## src/rtl/xmpl_dsp_pkg.sv

```systemverilog
// Shared constants and types for the xmpl DSP core.
// Latency: n/a (package only).
// Backpressure: n/a.
package xmpl_dsp_pkg;

    // Symmetric 7-tap droop-compensation FIR. The taps are C0 C1 C2 C3 C2 C1 C0,
    // and they sum to 1024, which gives unity DC gain after a 10-bit shift.
    localparam int COEF_W = 16;
    localparam logic signed [COEF_W-1:0] C0 = -16'sd16;
    localparam logic signed [COEF_W-1:0] C1 = 16'sd112;
    localparam logic signed [COEF_W-1:0] C2 = -16'sd480;
    localparam logic signed [COEF_W-1:0] C3 = 16'sd1792;

    localparam int COMP_NORM_SHIFT = 10;

    typedef enum logic [1:0] {
        IDLE = 2'd0,
        MAC  = 2'd1,
        RND  = 2'd2,
        OUT  = 2'd3
    } comp_state_e;

endpackage

```

## src/rtl/xmpl_round_sat.sv

```systemverilog
// Arithmetic right shift with round-half-up, then signed saturation to OUT_W bits.
// Latency: combinational (0 cycles).
// Backpressure: none (pure function of val_i).
// Ports: val_i  - signed IN_W input value
//        val_o  - rounded, shifted, clamped signed OUT_W result
//        clip_o - high when the rounded value lay outside the OUT_W range
// SHIFT must be at least 1, and IN_W+1 must exceed OUT_W.
module xmpl_round_sat #(
    parameter int IN_W  = 52,
    parameter int OUT_W = 24,
    parameter int SHIFT = 18
) (
    input  logic signed [IN_W-1:0]  val_i,
    output logic signed [OUT_W-1:0] val_o,
    output logic                    clip_o
);

    // One guard bit, so that adding the rounding constant cannot wrap.
    localparam int EXT_W = IN_W + 1;
    localparam logic signed [EXT_W-1:0] HALF = EXT_W'(1) <<< (SHIFT - 1);
    localparam logic signed [EXT_W-1:0] MAXV = (EXT_W'(1) <<< (OUT_W - 1)) - EXT_W'(1);
    localparam logic signed [EXT_W-1:0] MINV = -(EXT_W'(1) <<< (OUT_W - 1));

    logic signed [EXT_W-1:0] ext;
    logic signed [EXT_W-1:0] sum;
    logic signed [EXT_W-1:0] shr;

    always_comb begin
        ext    = $signed({val_i[IN_W-1], val_i});
        sum    = ext + HALF;
        shr    = sum >>> SHIFT;
        clip_o = 1'b0;
        val_o  = shr[OUT_W-1:0];
        if (shr > MAXV) begin
            val_o  = MAXV[OUT_W-1:0];
            clip_o = 1'b1;
        end else if (shr < MINV) begin
            val_o  = MINV[OUT_W-1:0];
            clip_o = 1'b1;
        end
    end

endmodule

```

## src/rtl/xmpl_cic_comp.sv

```systemverilog
// CIC droop compensation: 7-tap symmetric FIR on one shared multiplier, rounded and saturated.
// Latency: input handshake at T0, four MAC cycles, RND at T5, comp_valid_o high after T5.
// Backpressure: one sample in flight; cic_ready_o is high only in IDLE, and OUT holds until comp_ready_i.
// Ports: clk_i/reset_n_i (async active-low), cic_* input handshake, comp_* output handshake,
//        sat_clr_i clears the sticky clip flag sat_flag_o (a simultaneous set wins).
module xmpl_cic_comp #(
    parameter int IN_W       = 32,
    parameter int OUT_W      = 24,
    parameter int GAIN_SHIFT = 8
) (
    input  logic             clk_i,
    input  logic             reset_n_i,
    input  logic [IN_W-1:0]  cic_data_i,
    input  logic             cic_valid_i,
    output logic             cic_ready_o,
    output logic [OUT_W-1:0] comp_data_o,
    output logic             comp_valid_o,
    input  logic             comp_ready_i,
    input  logic             sat_clr_i,
    output logic             sat_flag_o
);
    import xmpl_dsp_pkg::*;

    localparam int PROD_W = IN_W + 17;
    localparam int ACC_W  = IN_W + 20;
    localparam int SHIFT  = COMP_NORM_SHIFT + GAIN_SHIFT;

    comp_state_e state_q, state_d;
    logic [1:0]              idx_q, idx_d;
    logic signed [ACC_W-1:0] acc_q, acc_d;
    logic [OUT_W-1:0]        out_q, out_d;
    logic                    sat_q, sat_d;
    logic                    shift_en;

    // x_q[0] holds the newest sample.
    logic signed [IN_W-1:0]  x_q [7];

    logic signed [IN_W-1:0]   tap_a, tap_b;
    logic signed [COEF_W-1:0] coef;
    logic signed [IN_W:0]     pre;
    logic signed [PROD_W-1:0] prod;

    logic signed [OUT_W-1:0]  rnd_val;
    logic                     rnd_clip;

    // Symmetric pairs share one pre-add, so four products cover seven taps.
    always_comb begin
        tap_a = x_q[0];
        tap_b = x_q[6];
        coef  = C0;
        case (idx_q)
            2'd1: begin
                tap_a = x_q[1];
                tap_b = x_q[5];
                coef  = C1;
            end
            2'd2: begin
                tap_a = x_q[2];
                tap_b = x_q[4];
                coef  = C2;
            end
            2'd3: begin
                tap_a = x_q[3];
                tap_b = '0;
                coef  = C3;
            end
            default: ;
        endcase
        pre  = $signed({tap_a[IN_W-1], tap_a}) + $signed({tap_b[IN_W-1], tap_b});
        prod = PROD_W'(pre) * PROD_W'(coef);
    end

    xmpl_round_sat #(
        .IN_W  (ACC_W),
        .OUT_W (OUT_W),
        .SHIFT (SHIFT)
    ) u_round_sat (
        .val_i  (acc_q),
        .val_o  (rnd_val),
        .clip_o (rnd_clip)
    );

    always_comb begin
        state_d  = state_q;
        idx_d    = idx_q;
        acc_d    = acc_q;
        out_d    = out_q;
        shift_en = 1'b0;
        case (state_q)
            IDLE: begin
                if (cic_valid_i) begin
                    shift_en = 1'b1;
                    state_d  = MAC;
                    idx_d    = 2'd0;
                    acc_d    = '0;
                end
            end
            MAC: begin
                acc_d = acc_q + ACC_W'(prod);
                idx_d = idx_q + 2'd1;
                if (idx_q == 2'd3) begin
                    state_d = RND;
                end
            end
            RND: begin
                out_d   = rnd_val;
                state_d = OUT;
            end
            OUT: begin
                if (comp_ready_i) begin
                    state_d = IDLE;
                end
            end
            default: state_d = IDLE;
        endcase

        // Ordering makes a clip in the RND cycle win over a same-cycle clear.
        sat_d = sat_q;
        if (sat_clr_i) begin
            sat_d = 1'b0;
        end
        if ((state_q == RND) && rnd_clip) begin
            sat_d = 1'b1;
        end
    end

    always_ff @(posedge clk_i or negedge reset_n_i) begin
        if (!reset_n_i) begin
            state_q <= IDLE;
            idx_q   <= '0;
            acc_q   <= '0;
            out_q   <= '0;
            sat_q   <= 1'b0;
        end else begin
            state_q <= state_d;
            idx_q   <= idx_d;
            acc_q   <= acc_d;
            out_q   <= out_d;
            sat_q   <= sat_d;
        end
    end

    always_ff @(posedge clk_i or negedge reset_n_i) begin
        if (!reset_n_i) begin
            for (int i = 0; i < 7; i++) begin
                x_q[i] <= '0;
            end
        end else if (shift_en) begin
            x_q[0] <= cic_data_i;
            for (int i = 1; i < 7; i++) begin
                x_q[i] <= x_q[i-1];
            end
        end
    end

    assign cic_ready_o  = (state_q == IDLE);
    assign comp_valid_o = (state_q == OUT);
    assign comp_data_o  = out_q;
    assign sat_flag_o   = sat_q;

endmodule

```

## config.mk

```make
export PLATFORM = sky130hd
export DESIGN_NAME = xmpl_cic_comp
export DESIGN_NICKNAME = d
export VERILOG_FILES = /design/src/rtl/xmpl_dsp_pkg.sv /design/src/rtl/xmpl_round_sat.sv /design/src/rtl/xmpl_cic_comp.sv
export SDC_FILE = /design/constraint.sdc
export NUM_CORES = 2
export LEC_CHECK = 0
export ABC_AREA = 0
export BUFFER_PORTS_ARGS = -buffer_cell sky130_fd_sc_hd__buf_2
export CAP_MARGIN = 20
export CELL_PAD_IN_SITES_DETAIL_PLACEMENT = 1
export CELL_PAD_IN_SITES_GLOBAL_PLACEMENT = 1
export CORE_ASPECT_RATIO = 1.2
export CORE_MARGIN = 2
export CORE_UTILIZATION = 52
export CTS_CLUSTER_DIAMETER = 30
export CTS_CLUSTER_SIZE = 28
export DETAILED_ROUTE_END_ITERATION = 10
export GPL_ROUTABILITY_DRIVEN = 0
export PLACE_DENSITY_LB_ADDON = 0.1
export SYNTH_ARGS = -nofsm -noshare
export SYNTH_HDL_FRONTEND = slang
export SYNTH_SLANG_ARGS = --single-unit
```

## constraint.sdc

```tcl
create_clock -name clk_i -period 10.7 [get_ports clk_i]
set_input_delay 2.14 -clock clk_i [delete_from_list [all_inputs] [get_ports clk_i]]
set_output_delay 2.14 -clock clk_i [all_outputs]
set_load 0.05 [all_outputs]
```

After elaboration in Yosys (flattened, before gate mapping)
Index checks and enable logic that the tools add are counted.

Word-level logic and storage cells: 53. Register bits after elaboration: 305.

Multipliers: 1. Reductions and logical operators: 6. $add $sub $neg: 4. $lt $le $gt $ge: 2. Equality and inequality tests: 9. Muxes and demuxes: 19.

Operators with widths (number): $pmux 32 s3 (2); $pmux 52 s2 (1); $add 52x19->53 const B (1); $add 52x49->52 (1); $mux 52 (1); $mul 33x16->49 (1); $mux 24 (2); $pmux 16 s3 (1); $gt 35x24->1 const B (1); $lt 35x24->1 const B (1); $add 32x32->33 (1); $eq 2x2->1 const B (4); $mux 2 (4); $pmux 2 s4 (1); $mux 1 (6); $eq 2x1->1 const B (2); $ne 2x2->1 const B (2); $pmux 2 s2 (1); $reduce_bool 2->1 (2); $reduce_and 3->1 (1); $add 2x1->2 const B (1); $logic_not 2->1 (1); $ne 2x1->1 const B (1); $reduce_and 2->1 (1); $logic_and 1x1->1 (1).

Depth between registers and ports, before layout
Word-level depth: 6. Gate-level depth with buffers: 43.

Modules after synthesis
From an unflattened synthesis, not the netlist that was laid out.

Cell total of the unflattened synthesis: 3065. Area, all modules: 30574.3 um2.

By module, submodules not included: xmpl_cic_comp (area each 29341.9 um2, cells an instance 2880, times used 1); xmpl_round_sat (area each 1232.4 um2, cells an instance 185, times used 1).

Worst setup path before layout
OpenSTA, ideal clock, no wires.

Kind: register to register. From: register idx_q[0]. To: register acc_q[51]. Path slack: 1.105 ns. Setup time: 0.069 ns. Buffers on the path: 5. Clock period less this slack: 9.595 ns. Arrival: 9.526 ns. Data required time: 10.631 ns. Stages on the path, launching flop included: 38. Path through: dfrtp_1 > inv_1 > ha_1 > clkbuf_1 > inv_2 > clkbuf_1 > clkbuf_1 > a21oi_1 > ha_1 > clkbuf_1 > nand3_1 > o31a_1 > o21ai_2 > a21oi_1 > o21a_1 > xnor2_1 > nand2_1 > inv_1 > [2 not listed] > fa_1 > fa_1 > fa_1 > inv_1 > fa_1 > inv_1 > ha_1 > clkbuf_1 > a21oi_1 > nor2b_1 > o21ai_0 > nand2b_1 > a311o_1 > a221oi_1 > o21ai_1 > a221o_1 > or4_1 > nand3_1.

Longest elaborated chain between the ends: 6. Elaborated cells between the ends (all ways): 10. Classes of those cells: 2 x add/sub; 1 x mul; 3 x eq/ne; 4 x mux.

RTL lines: from (decl) (RTL line xmpl_cic_comp.sv:29) `logic [1:0] idx_q, idx_d;`; from (signal assigned) (RTL line xmpl_cic_comp.sv:136) `idx_q <= idx_d;`; $eq 2x2->1 or $eq 2x1->1 (tied branches) (RTL line xmpl_cic_comp.sv:51) `case (idx_q)`; $pmux 32 s3 (RTL line xmpl_cic_comp.sv:51); $add 32x32->33 (RTL line xmpl_cic_comp.sv:69) `pre = $signed({tap_a[IN_W-1], tap_a}) + $signed({tap_b[IN_W-1], tap_b});`; $mul 33x16->49 * (RTL line xmpl_cic_comp.sv:70) `prod = PROD_W'(pre) * PROD_W'(coef);`; $add 52x49->52 * (RTL line xmpl_cic_comp.sv:99) `acc_d = acc_q + ACC_W'(prod);`; $pmux 52 s2 * (RTL line xmpl_cic_comp.sv:89) `case (state_q)`; to (signal assigned) (RTL line xmpl_cic_comp.sv:131) `acc_q <= '0;`; to (signal assigned) (RTL line xmpl_cic_comp.sv:137) `acc_q <= acc_d;`; to (decl) (RTL line xmpl_cic_comp.sv:30) `logic signed [ACC_W-1:0] acc_q, acc_d;`.

Every way passes the cells marked *; elsewhere a longest branch is shown, timed or not. A chain may end at the register's enable or synchronous reset.

Worst setup path in the final report
From: register idx_q[1]. To: register acc_q[51].

The elaborated chain is that of the path after synthesis.

==> impl_metrics.ini <==
[hold_path]
holdPathEnd = comp_data_o[4]
hold_path.class = register to register
worstHoldStart = comp_data_o[4]
hold_depth = 1

[clock_network]
cts_setup_buffers = 0
cts.reportedPaths.clkPinSlew_ps = 40
cts_tree = done
ctsHoldBuffers = 0
cts_max_level = 3
cts_buffers = 70
cts.path.max_buffers = 3
cts_root_buffer = clkbuf_16
cts_resized = 0
clkSinkCount = 301
clock_latency_ps = 610

[grt]
grt-ovfl-total = 0
grt_pass1_wl_mm = 125.9
grt_max_degree = 101
grt_pass1_vias = 24290
antenna_found_initial = 0
grt_usage_pct = 26.46

[critical_path]
crit_type = register to register
crit_fanout = 21
worstPathRequired_ps = 11230
critical_path_arrival_ps = 10770
r2r_start = idx_q[1]
end_kind = register
critPathMaxStageDelay_ps = 550
rrSetupSlack_ps = 460
cpMaxStageDelayCell = fa_1
rr_worst_depth = 35
worst_path_most_repeated_cell = fa_1
r2r_end = acc_q[51]
startpoint_type = register

[floorplanning]
rows = 96
fp.dieW_um = 222.9
core_um2 = 57050
io_pins = 64
die_area_um2 = 59440
dieHeight_um = 266.7
floorplan.initialDensity_pct = 52.40

[synthesis]
ys_seq_area_share_pct = 25.19
synth_area_per_cell_um2 = 10.06
ys_async_sr_fraction_pct = 100.0
syn-cell-area_um2 = 29900
synthCells = 2973
synth_ff_type = dfrtp_1
synth_edf_count = 0
syn-num-nets = 3596
yosys_warnings = 0
ys_ff_latch = 301
synth.area.top_cells = fa_1 (26%), dfrtp_1 (25%), mux2_2 (8.7%), ha_1 (8.5%), inv_1 (6.7%)
ys_types = 81
yosysTopAreaCell = fa_1
synth_top_cell_area_share_pct = 25.64

[sta]
clock_skew_ps = 28.84
fin_crit_sh_pct = 95.73
finalHoldViolations = 0
fin_ws_ps = 456.7
max_clock_freq_mhz = 97.62
finalSetupViolCount = 0
relSlewSlack_pct = 26.17
slew_viol_final = 0
finalCriticalPeriod_ps = 10240
tightest_slew_ps = 1107
rsz0062_at_grt = yes

[route]
wl_met3_mm = 2.628
met2_length_mm = 38.23
drc = 0
post_drt_via_cell_ratio = 5.598
vias = 21340
drt-wirelength-per-cell_um = 20.02
postRouteWirelength_mm = 76.33
drtIter0Drc = 993
ant_nets = 0
top_layer_used = met4
m1WireLength_mm = 33.82
first_pass_iters = 5

[cells_and_area]
fillers = 6154
layout-drive-gt1-share_pct = 16.64
multi_input_area_um2 = 20010
ff_latch_area_um2 = 7533
layout_commonest_cell = inv_1
antenna_cells = 0
nets = 3648
final_cell_mix = inv_1 (537), fa_1 (383), dfrtp_1 (300), mux2_2 (230), nor2_1 (200)
area_delta_synth_final_pct = 11.98

[placed_design]
io_buffer_count = 63
pre_cts_slack_ps = 59.49
dp_hpwl_mm = 58.87

[outcome]
status = finished, final reports clean

[job]
drv_cap = 0
-- layout make-up --
| class | count | share of cell area (%) |
|---|---|---|
| clock buffer | 93 | 5.849 |
| clock inverter | 31 | 1.230 |
| inverter | 539 | 6.051 |
| multi-input combinational | 2015 | 59.76 |
| sequential | 301 | 22.50 |
| tap | 735 | 2.747 |
| timing repair buffer | 98 | 1.865 |
-- state kept, by name (all words and copies together), names as in the netlist --
signal       cells
x_q            224
idx_q            2
comp_data_o     24
acc_q           48
state_q          2
sat_flag_o       1
-- worst max path at each step --
stage	start	to	slack (ps)	cells after the start
finish	idx_q[1]	acc_q[51]	460	35
global route	idx_q[1]	acc_q[44]	-50	38
CTS	idx_q[0]	acc_q[44]	20	36
detailed placement	idx_q[0]	acc_q[44]	60	36
global placement	idx_q[0]	acc_q[44]	460	36
floorplan	idx_q[0]	acc_q[51]	1100	37
-- synth_stat cells (13+ instances only) --
master / count
fa_1: 383
o21ai_0: 121
nor2_1: 203
or2_2: 19
dfrtp_1: 301
clkbuf_1: 91
mux2_2: 230
nand4_1: 18
nor2b_1: 21
a21oi_1: 109
o21bai_1: 15
nand2b_1: 50
nor3_1: 13
nand3_1: 34
buf_1: 17
nand2_1: 185
inv_1: 537
and2_1: 24
a22oi_1: 33
xor2_1: 53
a222oi_1: 31
a21o_1: 53
xnor2_1: 65
ha_1: 203
-- worst max-delay path: cells and delay by family (launching register included) --
kind	cells	cell delay, ps
mux	1	400
xor+xnor	1	120
buf+inv	6	870
flops	1	490
simple gates	5	840
compound gates	13	3350
fa+ha+maj	9	4070
-- layer usage --
layer / track usage (%) / vias to the layer above
li1: - / 9789
met1: 34.41 / 11030
met2: 46.40 / 386
met3: 3.358 / 129
met4: 7.782 / 0
met5: 0 / -
-- logic make-up (layout without fill, tap and decap cells) --
kind of cell	after synthesis	after routing	share of synthesized area [%]
buffers and inverters	657	761	8.428
AND/OR/NAND/NOR	610	610	9.537
adder cells (fa/ha/maj)	589	589	34.24
AO/OA/AOI/OAI	463	463	10.30
flip-flops	301	301	25.19
multiplexers	235	235	8.847
XOR/XNOR	118	118	3.457
-- per-stage QoR --
stage	cell area [µm²]	hold WS (ps)	setup TNS [ps]	util, %	std cells
after global routing	33480	481.5	-149.7	58.68	3812
after floorplan	29900	456.3	0	-	2973
after detailed placement	30970	463.4	0	54.28	3688
after global placement	30970	456.3	0	54.28	3688
final	33480	467.9	0	58.68	3812
after CTS	33340	473.4	0	58.43	3812
Power is left out: the tool's default activity adds up to more than one toggle a clock period on the data nets, which glitch-free logic cannot reach.
